===== src/rtl/fetch_if.sv =====
// Fetch-stage bundle: instruction-memory handshake, DECODE-facing instruction and PC,
// and the commit-time next-PC controls coming back from the datapath.
interface fetch_if #(
  parameter int W_CPU = 32
);
  logic             imem_req;
  logic [W_CPU-1:0] imem_addr;
  logic             imem_ack;
  logic [W_CPU-1:0] imem_rdata;
  logic [W_CPU-1:0] inst;
  logic             inst_valid;
  logic [W_CPU-1:0] pc;
  logic [W_CPU-1:0] pc_plus4;
  logic             commit;
  logic [1:0]       pc_src;
  logic             jump_reg;
  logic [25:0]      jaddr;
  logic [15:0]      imm;
  logic             br_taken;
  logic [W_CPU-1:0] rs_data;
  logic             halt;
  logic             halted;
  logic             align_err;

  modport master (
    output imem_req, imem_addr, inst, inst_valid, pc, pc_plus4, halted, align_err,
    input  imem_ack, imem_rdata, commit, pc_src, jump_reg, jaddr, imm, br_taken, rs_data, halt
  );

  modport slave (
    input  imem_req, imem_addr, inst, inst_valid, pc, pc_plus4, halted, align_err,
    output imem_ack, imem_rdata, commit, pc_src, jump_reg, jaddr, imm, br_taken, rs_data, halt
  );
endinterface


===== src/rtl/fetch_unit.sv =====
// Instruction fetch: owns the PC, fetches one word per instruction over req/ack and
// holds it for DECODE until commit, then advances the PC from pc_src / branch / jump operands.
//
// state    | meaning
// ---------+-----------------------------------------------
// S_IDLE   | just out of reset, fetch starts next cycle
// S_REQ    | imem_req high at pc, waiting for imem_ack
// S_VALID  | inst held for DECODE, waiting for commit
// S_HALTED | BREAK retired, fetch stopped until reset
module fetch_unit #(
  parameter int               W_CPU    = 32,
  parameter logic [W_CPU-1:0] RESET_PC = 32'h0040_0000
) (
  input  logic     clk,
  input  logic     rst,
  fetch_if.master  bus
);

  localparam logic [1:0] PC_SRC_NEXT = 2'd0;
  localparam logic [1:0] PC_SRC_JUMP = 2'd1;
  localparam logic [1:0] PC_SRC_BRCH = 2'd2;

  typedef enum logic [1:0] {S_IDLE, S_REQ, S_VALID, S_HALTED} state_t;

  state_t           state_q, state_d;
  logic [W_CPU-1:0] pc_q, pc_d;
  logic [W_CPU-1:0] inst_q, inst_d;
  logic             align_err_q, align_err_d;

  logic [W_CPU-1:0] pc_plus4;
  logic [W_CPU-1:0] br_off;
  logic [W_CPU-1:0] j_target;
  logic [W_CPU-1:0] jr_target;
  logic [W_CPU-1:0] next_pc;
  logic             jr_misaligned;

  assign pc_plus4      = pc_q + W_CPU'(4);
  assign br_off        = {{(W_CPU-18){bus.imm[15]}}, bus.imm, 2'b00};
  assign j_target      = {pc_plus4[W_CPU-1:28], bus.jaddr, 2'b00};
  assign jr_target     = {bus.rs_data[W_CPU-1:2], 2'b00};
  assign jr_misaligned = |bus.rs_data[1:0];

  // Unknown pc_src encodings fall through to sequential fetch.
  always_comb begin
    next_pc = pc_plus4;
    case (bus.pc_src)
      PC_SRC_NEXT: next_pc = pc_plus4;
      PC_SRC_BRCH: if (bus.br_taken) next_pc = pc_plus4 + br_off;
      PC_SRC_JUMP: next_pc = bus.jump_reg ? jr_target : j_target;
      default:     next_pc = pc_plus4;
    endcase
  end

  always_comb begin
    state_d     = state_q;
    pc_d        = pc_q;
    inst_d      = inst_q;
    align_err_d = align_err_q;
    case (state_q)
      S_IDLE: state_d = S_REQ;
      S_REQ: begin
        if (bus.imem_ack) begin
          inst_d  = bus.imem_rdata;
          state_d = S_VALID;
        end
      end
      S_VALID: begin
        if (bus.commit) begin
          pc_d = next_pc;
          if (bus.pc_src == PC_SRC_JUMP && bus.jump_reg && jr_misaligned)
            align_err_d = 1'b1;
          state_d = bus.halt ? S_HALTED : S_REQ;
        end
      end
      S_HALTED: state_d = S_HALTED;
      default:  state_d = S_IDLE;
    endcase
  end

  always_ff @(posedge clk or posedge rst) begin
    if (rst) begin
      state_q     <= S_IDLE;
      pc_q        <= RESET_PC;
      inst_q      <= '0;
      align_err_q <= 1'b0;
    end else begin
      state_q     <= state_d;
      pc_q        <= pc_d;
      inst_q      <= inst_d;
      align_err_q <= align_err_d;
    end
  end

  assign bus.imem_req   = (state_q == S_REQ);
  assign bus.imem_addr  = pc_q;
  assign bus.inst       = inst_q;
  assign bus.inst_valid = (state_q == S_VALID);
  assign bus.pc         = pc_q;
  assign bus.pc_plus4   = pc_plus4;
  assign bus.halted     = (state_q == S_HALTED);
  assign bus.align_err  = align_err_q;

endmodule

===== src/flat_wrapper.sv =====
// flat-port wrapper written by rule: the top's interface ports become plain ports
module fetch_unit_flat 
#(
  parameter int               W_CPU    = 32,
  parameter logic [W_CPU-1:0] RESET_PC = 32'h0040_0000
)
  (clk, rst, bus_imem_req, bus_imem_addr, bus_inst, bus_inst_valid, bus_pc, bus_pc_plus4, bus_halted, bus_align_err, bus_imem_ack, bus_imem_rdata, bus_commit, bus_pc_src, bus_jump_reg, bus_jaddr, bus_imm, bus_br_taken, bus_rs_data, bus_halt);
  fetch_if #(.W_CPU(W_CPU)) bus_i ();
  input  logic clk;
  input  logic rst;
  output wire logic [$bits(bus_i.imem_req)-1:0] bus_imem_req;
  output wire logic [$bits(bus_i.imem_addr)-1:0] bus_imem_addr;
  output wire logic [$bits(bus_i.inst)-1:0] bus_inst;
  output wire logic [$bits(bus_i.inst_valid)-1:0] bus_inst_valid;
  output wire logic [$bits(bus_i.pc)-1:0] bus_pc;
  output wire logic [$bits(bus_i.pc_plus4)-1:0] bus_pc_plus4;
  output wire logic [$bits(bus_i.halted)-1:0] bus_halted;
  output wire logic [$bits(bus_i.align_err)-1:0] bus_align_err;
  input wire logic [$bits(bus_i.imem_ack)-1:0] bus_imem_ack;
  input wire logic [$bits(bus_i.imem_rdata)-1:0] bus_imem_rdata;
  input wire logic [$bits(bus_i.commit)-1:0] bus_commit;
  input wire logic [$bits(bus_i.pc_src)-1:0] bus_pc_src;
  input wire logic [$bits(bus_i.jump_reg)-1:0] bus_jump_reg;
  input wire logic [$bits(bus_i.jaddr)-1:0] bus_jaddr;
  input wire logic [$bits(bus_i.imm)-1:0] bus_imm;
  input wire logic [$bits(bus_i.br_taken)-1:0] bus_br_taken;
  input wire logic [$bits(bus_i.rs_data)-1:0] bus_rs_data;
  input wire logic [$bits(bus_i.halt)-1:0] bus_halt;
  assign bus_imem_req = bus_i.imem_req;
  assign bus_imem_addr = bus_i.imem_addr;
  assign bus_inst = bus_i.inst;
  assign bus_inst_valid = bus_i.inst_valid;
  assign bus_pc = bus_i.pc;
  assign bus_pc_plus4 = bus_i.pc_plus4;
  assign bus_halted = bus_i.halted;
  assign bus_align_err = bus_i.align_err;
  assign bus_i.imem_ack = bus_imem_ack;
  assign bus_i.imem_rdata = bus_imem_rdata;
  assign bus_i.commit = bus_commit;
  assign bus_i.pc_src = bus_pc_src;
  assign bus_i.jump_reg = bus_jump_reg;
  assign bus_i.jaddr = bus_jaddr;
  assign bus_i.imm = bus_imm;
  assign bus_i.br_taken = bus_br_taken;
  assign bus_i.rs_data = bus_rs_data;
  assign bus_i.halt = bus_halt;
  fetch_unit #(.W_CPU(W_CPU), .RESET_PC(RESET_PC)) u_core (.clk(clk), .rst(rst), .bus(bus_i));
endmodule

===== config.mk =====
export PLATFORM = sky130hd
export DESIGN_NAME = fetch_unit_flat
export DESIGN_NICKNAME = d
export VERILOG_FILES = /design/src/rtl/fetch_if.sv /design/src/rtl/fetch_unit.sv /design/src/flat_wrapper.sv
export SDC_FILE = /design/constraint.sdc
export NUM_CORES = 1
export LEC_CHECK = 0
export BUFFER_PORTS_ARGS = -buffer_cell sky130_fd_sc_hd__buf_2
export CELL_PAD_IN_SITES_DETAIL_PLACEMENT = 1
export CELL_PAD_IN_SITES_GLOBAL_PLACEMENT = 1
export CORE_MARGIN = 2
export CORE_UTILIZATION = 32
export DETAILED_ROUTE_END_ITERATION = 6
export PLACE_DENSITY_LB_ADDON = 0.1
export RECOVER_POWER = 100
export SLEW_MARGIN = 20
export SYNTH_ARGS = -nofsm -noshare
export SYNTH_HDL_FRONTEND = slang
export SYNTH_SLANG_ARGS = --single-unit

===== constraint.sdc =====
create_clock -name clk -period 3.64 [get_ports clk]
set_clock_uncertainty 0.2 [all_clocks]
set_input_delay 0.728 -clock clk [delete_from_list [all_inputs] [get_ports clk]]
set_output_delay 0.728 -clock clk [all_outputs]
set_load 0.005 [all_outputs]

After elaboration in Yosys (flattened, before gate mapping)
Index checks and enable logic that the tools add are counted.
{"block": "op_classes", "reduce_logical": 8, "shift": 0, "n_eq_ne": 7, "n_mul": 0, "mux": 7, "n_bitwise": 0, "n_addsub": 2, "n_lt_le_gt_ge": 0, "div": 0}
{"cell": "two-way mux 32 bit", "n": 2}
{"cell": "one-hot mux 32 bit (2 select lines)", "n": 1}
{"cell": "adder 32 x 3 -> 32 bit, second input constant", "n": 1}
{"cell": "adder 32 bit", "n": 1}
{"cell": "one-hot mux 2 bit (4 select lines)", "n": 1}
{"cell": "== test 2 bit, second input constant", "n": 3}
{"cell": "two-way mux 2 bit", "n": 3}
{"cell": "AND reduction 2 bit", "n": 3}
{"cell": "== test 2 x 1 -> 1 bit, second input constant", "n": 2}
{"cell": "inequality test 2 x 1 -> 1 bit, second input constant", "n": 2}
{"cell": "AND reduction 3 bit", "n": 1}
{"cell": "logical AND 1 bit", "n": 2}
{"cell": "zero test 2 bit", "n": 1}
{"cell": "OR reduction 2 bit", "n": 1}
{"block": "totals", "mem_bits_ro": 0, "memories": 0, "word_cells": 28, "inputBits": 115, "ram_bits": 0, "register_bits": 67, "latchBits": 0, "output_inout_bits": 132}

Longest topological paths before layout
Gate-level depths: netlist of the first run.
{"block": "depth", "depth_word": 4, "mapped_depth": 16, "depth_no_buf": 15}

Worst setup path after synthesis of the first run
No wires, ideal clock.
{"block": "synth_path", "path_kind": "register to register", "from": "register u_core.pc_q[2], in the netlist u_core.bus.imem_addr[2]", "to": "register u_core.pc_q[31], in the netlist u_core.bus.imem_addr[31]", "path_buffers": 1, "setup_time_ns": 0.082, "slack_ns": -0.341, "arrival_time_ns": 3.699, "path_stages_with_launch": 17, "required_time_ns": 3.358, "cell_sequence": "dfrtp_1 -> ha_1 -> clkbuf_1 -> nand4_1 -> nor2_2 -> and3_1 -> nand3_1 -> xnor2_1 -> ha_1 -> a21o_1 -> a21o_1 -> a21o_1 -> a31oi_1 -> a21oi_1 -> or3_1 -> a21o_1 -> a31oi_1"}
{"block": "synth_between", "elab_chain_len": 4, "elab_cells_between_ends": 5, "cone_classes": "add/sub: 2; mux: 3"}
{"item": "start: declaration", "line_no": "fetch_unit.sv:26", "rtl": "logic [W_CPU-1:0] pc_q, pc_d;"}
{"item": "start signal: assignment", "line_no": "fetch_unit.sv:88", "rtl": "pc_q <= pc_d;"}
{"item": "adder 32 x 3 -> 32 bit", "line_no": "fetch_unit.sv:37", "rtl": "assign pc_plus4 = pc_q + W_CPU'(4);"}
{"item": "named net bus_pc_plus4[16]", "line_no": "flat_wrapper.sv:16", "rtl": "output wire logic [$bits(bus_i.pc_plus4)-1:0] bus_pc_plus4;"}
{"item": "adder 32 bit", "line_no": "fetch_unit.sv:48", "rtl": "PC_SRC_BRCH: if (bus.br_taken) next_pc = pc_plus4 + br_off;"}
{"item": "two-way mux 32 bit", "line_no": "fetch_unit.sv:48"}
{"item": "one-hot mux 32 bit (2 select lines)", "line_no": "fetch_unit.sv:46", "rtl": "case (bus.pc_src)"}
The timed path passes the listed nets, and every way through them passes these cells.
A chain may end at the register's enable or synchronous reset.

Final worst setup path of the first run
{"block": "layout_path", "from": "register u_core.pc_q[7], in the netlist u_core.bus.imem_addr[7]", "to": "register u_core.pc_q[31], in the netlist u_core.bus.imem_addr[31]"}
{"block": "layout_between", "elab_chain_len": 4, "elab_cells_between_ends": 5, "cone_classes": "add/sub: 2; mux: 3"}
{"item": "adder 32 x 3 -> 32 bit *", "line_no": "fetch_unit.sv:37"}
{"item": "adder 32 bit", "line_no": "fetch_unit.sv:48"}
{"item": "two-way mux 32 bit", "line_no": "fetch_unit.sv:48"}
{"item": "one-hot mux 32 bit (2 select lines) *", "line_no": "fetch_unit.sv:46"}
Mark *: on every way between the ends. The rest lies on a longest branch, timed or not.

==> flow_metrics.tcl, run 1 <==
set metrics [dict create \
    outcome "complete, but fails checks" \
    violations "max-capacitance violations, max-slew violations" \
    fin_cells 1246 \
    grt_pass1_wl_mm 38.54 \
    met2_length_mm 12.76 \
    grt_pass1_vias 6815 \
    drt-initial-drc-count 279 \
    post_drt_wl_per_cell_um 21.09 \
    fin_crit_sh_pct 98.63 \
    netlist_instances 725 \
    setup_ws_ns 0.04988 \
    yosysSeqAreaShare_pct 26.55 \
    p_sw_w 0.002012 \
    seq_power_share_pct 24.1 \
    drc 0 \
    cts.clk_slew.worst_paths_ns 0.06 \
    diodes 0 \
    final_max_slew_viol_count 34 \
    wl_mm 26.27 \
    p_sw_share_pct 42.04 \
    period_needed_ns 3.590 \
    cp_slowest_stage_delay_ns 0.41 \
    dp_hpwl_mm 20.45 \
    cts_max_path_buffers 2 \
    rows 50 \
    numCtsBuffers 9 \
    dp_slack_ns -0.1334 \
    place_inst 1215 \
    holdBufCountCts 0 \
    finalWeightedCongestion 0.9030 \
    critPathKind "flip-flop to flip-flop" \
    drt_first_pass_iters 5 \
    via_per_inst 5.397 \
    h-tree-depth 3 \
    grt_max_degree 34 \
    synth_top_cell_by_area "dfrtp_1" \
    cp.required_ns 3.70 \
    start_kind "flip-flop" \
    synth_edf_count 0 \
    grtUsageTotal_pct 24.79 \
    synthTopCellsByCount "nand2_1 (81), dfrtp_1 (64), a21oi_1 (51)" \
    hold_violations 0 \
    synthArstFlopShare_pct 100.0 \
    max_freq_mhz 278.5 \
    avgSynthCellArea_sq_um 8.456 \
    path_common_cell "and4_4" \
    rsz0062_at_grt "true" \
    drive_above_1_share_pct 43.58 \
    dr.max_layer_used "met4" \
    drt-met1-wl_mm 11.68 \
    yosysUniqueCellTypes 73 \
    path_max_fanout 8 \
    cp-end-kind "flip-flop" \
    comb_power_share_pct 57.1 \
    nets 1160 \
    worstMarginPinSlew_ns 1.826 \
    regArea_sq_um 1633 \
    ioPinCount 247 \
    yosysMostFrequentCell "nand2_1" \
    path_cells "and4_4 -> nand4_4 -> or2_4 -> buf_4 -> nor2_1 -> xor2_1 -> ha_2 -> and4_4 -> nand2_1 -> a21oi_2 -> or3_4 -> a21o_1 -> a31oi_1" \
    p_clk_share_pct 18.7 \
    max_slew_margin_pct -21.74 \
    powerDensity_nw_per_um2 560.1 \
    coreArea_sq_um 18770 \
    p_leak_nw 4.106 \
    synth_top_cell_area_share_pct 26.12 \
    syn_to_final_growth_pct 39.35 \
    dr_wl_met3_mm 1.459 \
    multiInputGateArea_sq_um 4387 \
    slowest_stage "ha_2" \
    fillers 2308 \
    synthTopCellsByArea "dfrtp_1 (26%), mux2_2 (9.2%), ha_1 (7.6%)" \
    vdd_ir_drop_max_mv 0.2290 \
    hp-class "flip-flop to flip-flop" \
    initial_core_util_pct 32.67 \
    die_x_um 142.4 \
    grt_antenna_before_repair 0 \
    maxCapViolations 1 \
    ys_ff_latch 65 \
    dominantRegCellSynth "dfrtp_1" \
    clk_latency_ns 0.34 \
    p_int_w 0.002773 \
    overflow 0 \
    worstPathArrival_ns 3.65 \
    dieArea_sq_um 20280 \
    setup_viol 0 \
    via_count 6725 \
    port-buffer-count 240 \
    die_h_um 142.4 \
    cts_num_sinks 65 \
    yosys_warnings 0 \
    tritoncts "done" \
    cts_root_buf "clkbuf_16" \
    drtAntennaViolNets 0 \
    syn-cell-area_sq_um 6131 \
]
[kinds of logic (layout without fill, tap and decap cells)]
kind of cell	Yosys count	in the layout	synth area share [%]
and+or+nand+nor	217	217	17.76
AOI/OAI and AO/OA	208	208	22.04
buffers and inverters	89	371	7.775
DFF	65	65	26.55
muxes	59	59	10.65
xor gates and xnor gates	48	48	7.286
adders and majority gates	38	38	7.877
other	1	6	0.06117
[registers in the layout (all words and copies together), names as in the netlist]
signal,count
u_core.bus.imem_addr,30
u_core.state_q,2
u_core.bus.inst,32
u_core.bus.align_err,1
[placed cells by master (no fill, tap or decap), drive strengths merged, types with 10 or more instances in the layout]
master,synthesis,final
nand2,81,81
dfrtp,64,64
a21oi,52,52
inv,17,19
a21o,12,12
clkbuf,29,54
nor2,51,51
mux2,50,50
xnor2,27,27
xor2,21,21
ha,37,37
a31oi,13,13
o21ai,52,52
nand3,24,24
nand4,10,10
buf,43,293
a22oi,10,10
[path summary, 6_finish.rpt]
kind / from / end / slack (ns) / depth (start not counted)
worst max register to register: u_core.bus.imem_addr[7]$_DFFE_PP0P_ / u_core.bus.imem_addr[31]$_DFFE_PP0P_ / 0.05 / 13
worst max-delay path: u_core.bus.imem_addr[7]$_DFFE_PP0P_ / u_core.bus.imem_addr[31]$_DFFE_PP0P_ / 0.05 / 13
worst min register to register: u_core.bus.align_err$_DFFE_PP0P_ / u_core.bus.align_err$_DFFE_PP0P_ / 0.29 / 1
min in group asynchronous: rst / u_core.bus.inst[23]$_DFFE_PP0P_ / 0.39 / 2
worst min-delay path: u_core.bus.align_err$_DFFE_PP0P_ / u_core.bus.align_err$_DFFE_PP0P_ / 0.29 / 1
max in group asynchronous: rst / u_core.bus.imem_addr[4]$_DFFE_PP0P_ / 1.02 / 3
[stage by stage]
step	utilization, %	instance area (sq um)	TNS (ns)	hold WS, ns	total power [W]
detailed placement	42.19	7918	-0.3855	0.2870	0.003750
global placement	42.19	7918	-0.01455	0.2623	0.003663
floorplan	-	6223	-0.05029	0.2678	0.002631
CTS	44.15	8285	0	0.2306	0.004705
global route	45.52	8543	-0.3220	0.3094	0.005104
finish	45.52	8543	0	0.2946	0.004785
[area by class of cell]
class                           instances  area share [%]
Clock buffer                            9           2.636
Inverter                               17          0.7469
Timing Repair Buffer                  338           21.81
Sequential cell                        65           19.11
Clock inverter                          7          0.9227
Multi-Input combinational cell        576           51.35
Tap cell                              234           3.427
[timing repair]
item | CTS | global route
pin swaps | 2 | 34
buffers inserted | 1 | 14
endpoints found under the hold margin | 0 | 0
gates resized for setup | 13 | 53
endpoints found under the setup margin | 5 | 13
[worst max-delay path, delay by kind of cell, from the launching register on]
kind | cells | cell delay, ns
and+or+nand+nor | 7 | 1.68
buffers and inverters | 1 | 0.15
DFF | 1 | 0.35
xor gates and xnor gates | 1 | 0.32
AOI/OAI and AO/OA | 3 | 0.39
adders and majority gates | 1 | 0.41
[layer usage]
layer / global-route usage (%) / up-vias
met5: 0 / -
met4: 5.784 / 0
met3: 3.802 / 27
met2: 41.90 / 239
met1: 33.41 / 3308
li1: - / 3151
[power by group through the flow]
stage                     Sequential [W]  Clock [W]  Combinational [W]
after detailed placement         0.00116          0            0.00259
after global routing             0.00118   0.000949            0.00297
after global placement           0.00113          0            0.00253
final                            0.00115   0.000897            0.00273
after floorplan                  0.00123          0            0.00140
after CTS                        0.00115   0.000920            0.00264
Power figures use the tool's default switching activity.
==> run 2, diff against run 1 <==
--- a/config.mk
+++ b/config.mk
@@ -11,7 +11,7 @@
 export CORE_MARGIN = 2
 export CORE_UTILIZATION = 32
 export DETAILED_ROUTE_END_ITERATION = 6
-export PLACE_DENSITY_LB_ADDON = 0.1
+export PLACE_DENSITY = 0.81
 export RECOVER_POWER = 100
 export SLEW_MARGIN = 20
 export SYNTH_ARGS = -nofsm -noshare
==> run 2 against run 1 <==
  * The run ends with negative setup slack left
  * Core utilization is 0.15 points higher
  * Worst hold slack worse by 0.019 ns
  * Via count is 2.6% higher
  * Global-route usage is 0.45 points lower
  * Register-to-register slack worse by 0.18 ns
  * Clock power is 0.6% lower
  * Largest power group unchanged
  * Worst setup slack worse by 0.18 ns
  * Critical path depth stayed put
  * Count of clock-buffer cells in the layout stayed put
  * Die area stayed put
==> flow_metrics.tcl, run 2 (synthesized netlist as in run 1, its figures left out) <==
set metrics [dict create \
    setup_viol 1 \
    cp.required_ns 3.70 \
    cts.clk_slew.worst_paths_ns 0.06 \
    wl_mm 26.40 \
    slowest_stage "or3_4" \
    total_power_w 0.004795 \
    dieArea_sq_um 20280 \
    h-tree-depth 3 \
    multiInputGateArea_sq_um 4332 \
    grt_max_degree 38 \
    dp_hpwl_mm 20.18 \
    place_inst 1229 \
    violations "negative setup slack" \
    maxCapViolations 0 \
    grt_pass1_vias 7025 \
    cp-end-kind "flip-flop" \
    coreArea_sq_um 18770 \
    hold_violations 0 \
    port-buffer-count 240 \
    final_cell_area_sq_um 8572 \
    nets 1172 \
    diodes 0 \
    fillers 2307 \
    drive_above_1_share_pct 42.29 \
    max_slew_margin_pct 3.436 \
    critPathTopFamily "simple AND/OR/NAND/NOR gates" \
    outcome "complete, but fails checks" \
    fin_crit_sh_pct 103.7 \
    period_needed_ns 3.774 \
    final_util_pct 45.67 \
    powerDensity_nw_per_um2 559.4 \
    clk_latency_ns 0.35 \
    grtUsageTotal_pct 24.34 \
    cp_slowest_stage_delay_ns 0.45 \
    cts_root_buf "clkbuf_16" \
    cts_num_sinks 65 \
    die_x_um 142.4 \
    die_h_um 142.4 \
    drc 0 \
    cts_max_path_buffers 2 \
    crit_buf_inv 0 \
    grt_pass1_wl_mm 38.38 \
    via_per_inst 5.486 \
    drt-initial-drc-count 389 \
    critPathKind "flip-flop to flip-flop" \
    grt_antenna_before_repair 0 \
    hp-class "flip-flop to flip-flop" \
    post_drt_wl_per_cell_um 20.99 \
    setup_ws_ns -0.1343 \
    max_freq_mhz 264.9 \
    overflow 0 \
    vdd_ir_drop_max_mv 0.1940 \
    worstPathArrival_ns 3.84 \
    tritoncts "done" \
    path_cells "and4_4 -> nand4_4 -> or3_4 -> nor2b_2 -> xor2_1 -> ha_1 -> a21oi_1 -> o21ai_0 -> a31oi_1 -> o21ai_1 -> or3_4 -> a21o_1 -> a31oi_1" \
    path_max_fanout 5 \
    final_common_cell "buf_2" \
    finalWeightedCongestion 0.9778 \
    initial_core_util_pct 32.67 \
    regArea_sq_um 1633 \
    dpl_cell_area_sq_um 8035 \
    fin_cells 1258 \
    ioPinCount 247 \
    numCtsBuffers 9 \
    drtAntennaViolNets 0 \
    rsz0062_at_grt "true" \
    via_count 6901 \
    syn_to_final_growth_pct 39.82 \
    start_kind "flip-flop" \
    rows 50 \
    drt_first_pass_iters 5 \
    p_leak_nw 4.103 \
    final_max_slew_viol_count 0 \
    layout_common_cells "buf_2 (200), buf_4 (94), nand2_1 (81)" \
    largest_reg_flops 32 \
    worstMarginPinSlew_ns 1.447 \
]
-- run 2: cell types whose count changed in the layout (fill, tap and decap cells not counted), moves of 3 or more --
cell      previous run  this run
buf_2              205       200
clkinv_4             3         0
a21oi_2              9         5
ha_2                 5         2
buf_4               87        94
ha_1                28        33
clkbuf_1            42        52
-- run 2: final timing paths --
path                                                          start                                    to  slack (ns)  depth (start not counted)
worst max-delay path            u_core.bus.imem_addr[5]$_DFFE_PP0P_  u_core.bus.imem_addr[31]$_DFFE_PP0P_       -0.13                         13
worst min-delay path               u_core.bus.align_err$_DFFE_PP0P_      u_core.bus.align_err$_DFFE_PP0P_        0.28                          1
worst max register to register  u_core.bus.imem_addr[5]$_DFFE_PP0P_  u_core.bus.imem_addr[31]$_DFFE_PP0P_       -0.13                         13
worst min register to register     u_core.bus.align_err$_DFFE_PP0P_      u_core.bus.align_err$_DFFE_PP0P_        0.28                          1
max in group asynchronous                                       rst       u_core.bus.inst[14]$_DFFE_PP0P_        1.07                          3
min in group asynchronous                                       rst       u_core.bus.inst[26]$_DFFE_PP0P_        0.60                          2
-- run 2: timing repair --
action                     4_1_cts  5_1_grt
hold buffers                     0        0
buffers inserted                 4        9
setup endpoints to repair        5       14
resized for setup                7       47
pin swaps                        7       34
-- run 2: layer usage --
metal / global-route usage [%] / share of wire (%)
met5: 0 / 0
met4: 6.410 / 2.5
met3: 3.129 / 5.6
met2: 43.17 / 50
met1: 31.22 / 42
-- run 2: layout make-up --
| type | count | share of cell area (%) |
|---|---|---|
| repair buffers | 350 | 22.74 |
| flip-flops and latches | 65 | 19.05 |
| inverters | 17 | 0.7444 |
| well taps | 234 | 3.416 |
| multi-input cells | 576 | 50.53 |
| clock buffers | 9 | 2.627 |
| clock inverters | 7 | 0.8904 |
-- run 2: through the flow --
| stage | TNS (ns) | hold slack [ns] | worst slack, ns |
|---|---|---|---|
| after floorplan | -0.05029 | 0.2678 | -0.05029 |
| after global placement | -0.1706 | 0.2573 | -0.07770 |
| after detailed placement | -0.3002 | 0.2565 | -0.1053 |
| after CTS | 0 | 0.2730 | 0.01040 |
| after global routing | -1.316 | 0.3116 | -0.3159 |
| final | -0.1343 | 0.2756 | -0.1343 |
-- run 2: report_power, final --
part / leakage, nW / internal [W] / switching (W)
Clock: 0.143 / 0.000536 / 0.000356
Combinational: 3.17 / 0.00126 / 0.00148
Sequential: 0.794 / 0.000974 / 0.000182
==> run 3, diff against run 2 <==
--- a/config.mk
+++ b/config.mk
@@ -8,6 +8,7 @@
 export BUFFER_PORTS_ARGS = -buffer_cell sky130_fd_sc_hd__buf_2
 export CELL_PAD_IN_SITES_DETAIL_PLACEMENT = 1
 export CELL_PAD_IN_SITES_GLOBAL_PLACEMENT = 1
+export CORE_ASPECT_RATIO = 0.8
 export CORE_MARGIN = 2
 export CORE_UTILIZATION = 32
 export DETAILED_ROUTE_END_ITERATION = 6
==> run 3 against run 2 <==
  * The flow finishes with violations (max-capacitance violations, max-slew violations, negative setup slack)
  * Critical endpoint unchanged
  * Critical path type unchanged
  * Non-clock buffer count is 5 lower
  * Clock power is 6.6% lower
  * Flip-flop and latch count stayed put
  * Worst setup slack better by 0.11 ns
  * Maximum frequency is 3.1% higher
  * Core utilization is 0.33 points lower
  * Cell area is 0.22% lower
  * Count of clock-buffer cells in the layout stayed put
  * Global-route usage is 0.72 points higher
  * Die area hardly changed
==> flow_metrics.tcl, run 3 (synthesized netlist as in run 1, its figures left out) <==
set metrics [dict create \
    via_count 6885 \
    worstPathArrival_ns 3.73 \
    grtUsageTotal_pct 25.06 \
    violations "max-capacitance violations, max-slew violations, negative setup slack" \
    dpl_cell_area_sq_um 8023 \
    outcome "complete, but fails checks" \
    drt_first_pass_iters 5 \
    period_needed_ns 3.661 \
    layout_common_cells "buf_2 (206), buf_4 (93), nand2_1 (81)" \
    syn_to_final_growth_pct 39.51 \
    dieArea_sq_um 20290 \
    path_max_fanout 6 \
    setup_viol 1 \
    dr_wl_met3_mm 1.999 \
    post_drt_wl_per_cell_um 20.66 \
    critPathKind "flip-flop to flip-flop" \
    hold-worst-slack_ns 0.2790 \
    slowest_stage "or3_4" \
    rows 45 \
    fin_tns_setup_ns -0.02105 \
    coreArea_sq_um 18860 \
    max_freq_mhz 273.1 \
    path_cells "nand3_1 -> or2_1 -> buf_4 -> nor2_2 -> nand3_1 -> xnor2_2 -> ha_1 -> a21oi_2 -> o21ai_1 -> and2_1 -> a31oi_1 -> buf_4 -> a21oi_4 -> or3_4 -> a21o_1 -> a31oi_1" \
    fin_cells 1277 \
    overflow 0 \
    cp_slowest_stage_delay_ns 0.38 \
    met2_length_mm 12.54 \
    drtAntennaViolNets 0 \
    cp-end-kind "flip-flop" \
    grt_pass1_vias 7061 \
    tritoncts "done" \
    place_inst 1249 \
    fillers 2355 \
    max_slew_margin_pct -16.84 \
    setup_ws_ns -0.02105 \
    final_max_slew_viol_count 66 \
    cts.clk_slew.worst_paths_ns 0.07 \
    multiInputGateArea_sq_um 4349 \
    worstMarginPinSlew_ns 1.753 \
    port-buffer-count 240 \
    start_kind "flip-flop" \
    p_leak_nw 4.088 \
    regArea_sq_um 1633 \
    grt_pass1_wl_mm 39.77 \
    maxCapViolations 1 \
    drc 0 \
    drive_above_1_share_pct 42.69 \
    cts_num_sinks 65 \
    finalWeightedCongestion 0.9407 \
    grt_max_degree 66 \
    dp_hpwl_mm 20.48 \
    final_cell_area_sq_um 8553 \
    cts_max_path_buffers 2 \
    grt_antenna_before_repair 0 \
    diodes 0 \
    final_common_cell "buf_2" \
    dr.max_layer_used "met4" \
    vdd_ir_drop_max_mv 0.2096 \
    drt-initial-drc-count 431 \
    hp-class "flip-flop to flip-flop" \
    clk_latency_ns 0.35 \
    ioPinCount 247 \
    fin_crit_sh_pct 100.6 \
    cts_root_buf "clkbuf_16" \
    powerDensity_nw_per_um2 547.9 \
    numCtsBuffers 9 \
    initial_core_util_pct 32.50 \
    nets 1167 \
    die_h_um 127.8 \
    drt-met1-wl_mm 11.31 \
    h-tree-depth 3 \
    largest_reg_flops 32 \
    cp.required_ns 3.71 \
    die_x_um 158.8 \
    via_per_inst 5.392 \
    rsz0062_at_grt "true" \
    hold_violations 0 \
    wl_mm 26.39 \
]
[run 3: routing by layer]
metal	up-vias	global-route usage [%]
met5	-	0
li1	3161	-
met1	3396	31.90
met3	37	6.535
met2	291	42.59
met4	0	6.314
[run 3: final timing paths]
path	from	cells after the start	to	slack, ns
max	u_core.bus.imem_addr[16]$_DFFE_PP0P_	16	u_core.bus.imem_addr[31]$_DFFE_PP0P_	-0.02
min	u_core.bus.align_err$_DFFE_PP0P_	1	u_core.bus.align_err$_DFFE_PP0P_	0.28
max reg2reg	u_core.bus.imem_addr[16]$_DFFE_PP0P_	16	u_core.bus.imem_addr[31]$_DFFE_PP0P_	-0.02
min reg2reg	u_core.bus.align_err$_DFFE_PP0P_	1	u_core.bus.align_err$_DFFE_PP0P_	0.28
max in group asynchronous	rst	3	u_core.bus.imem_addr[15]$_DFFE_PP0P_	1.27
min in group asynchronous	rst	3	u_core.bus.inst[0]$_DFFE_PP0P_	0.80
[run 3: worst max-delay path, delay by kind of cell (launching register included)]
kind	cells	cell delay (ns)
and+or+nand+nor	6	1.28
AOI/OAI and AO/OA	6	0.83
DFF	1	0.36
buffers and inverters	2	0.36
adders and majority gates	1	0.30
xor gates and xnor gates	1	0.26
[run 3: metrics by stage]
step | utilization, % | worst slack (ns) | total power, W
after global placement | 42.53 | -0.06919 | 0.003699
after CTS | 44.36 | 0.0001972 | 0.004647
after detailed placement | 42.53 | -0.1516 | 0.003771
final | 45.35 | -0.02105 | 0.004686
after floorplan | - | -0.05029 | 0.002631
after global routing | 45.35 | -0.1925 | 0.004998
[run 3: where the power goes]
part | switching (W) | total, W | internal (W)
Sequential | 0.000168 | 0.00114 | 0.000973
Combinational | 0.00148 | 0.00271 | 0.00124
Clock | 0.000367 | 0.000833 | 0.000465
[run 3: final cells by class]
cell class / count / share of cell area [%]
multi-input cells: 576 / 50.85
repair buffers: 345 / 22.28
flip-flops and latches: 65 / 19.09
well taps: 258 / 3.774
clock buffers: 9 / 2.633
inverters: 17 / 0.7461
clock inverters: 7 / 0.6290
[run 3: timing repair]
item | 4_1_cts | 5_1_grt
cloned | 0 | 0
endpoints found under the setup margin | 5 | 13
buffers inserted | 3 | 9
hold buffers | 0 | 0
resized for setup | 13 | 38
pin swaps | 8 | 30
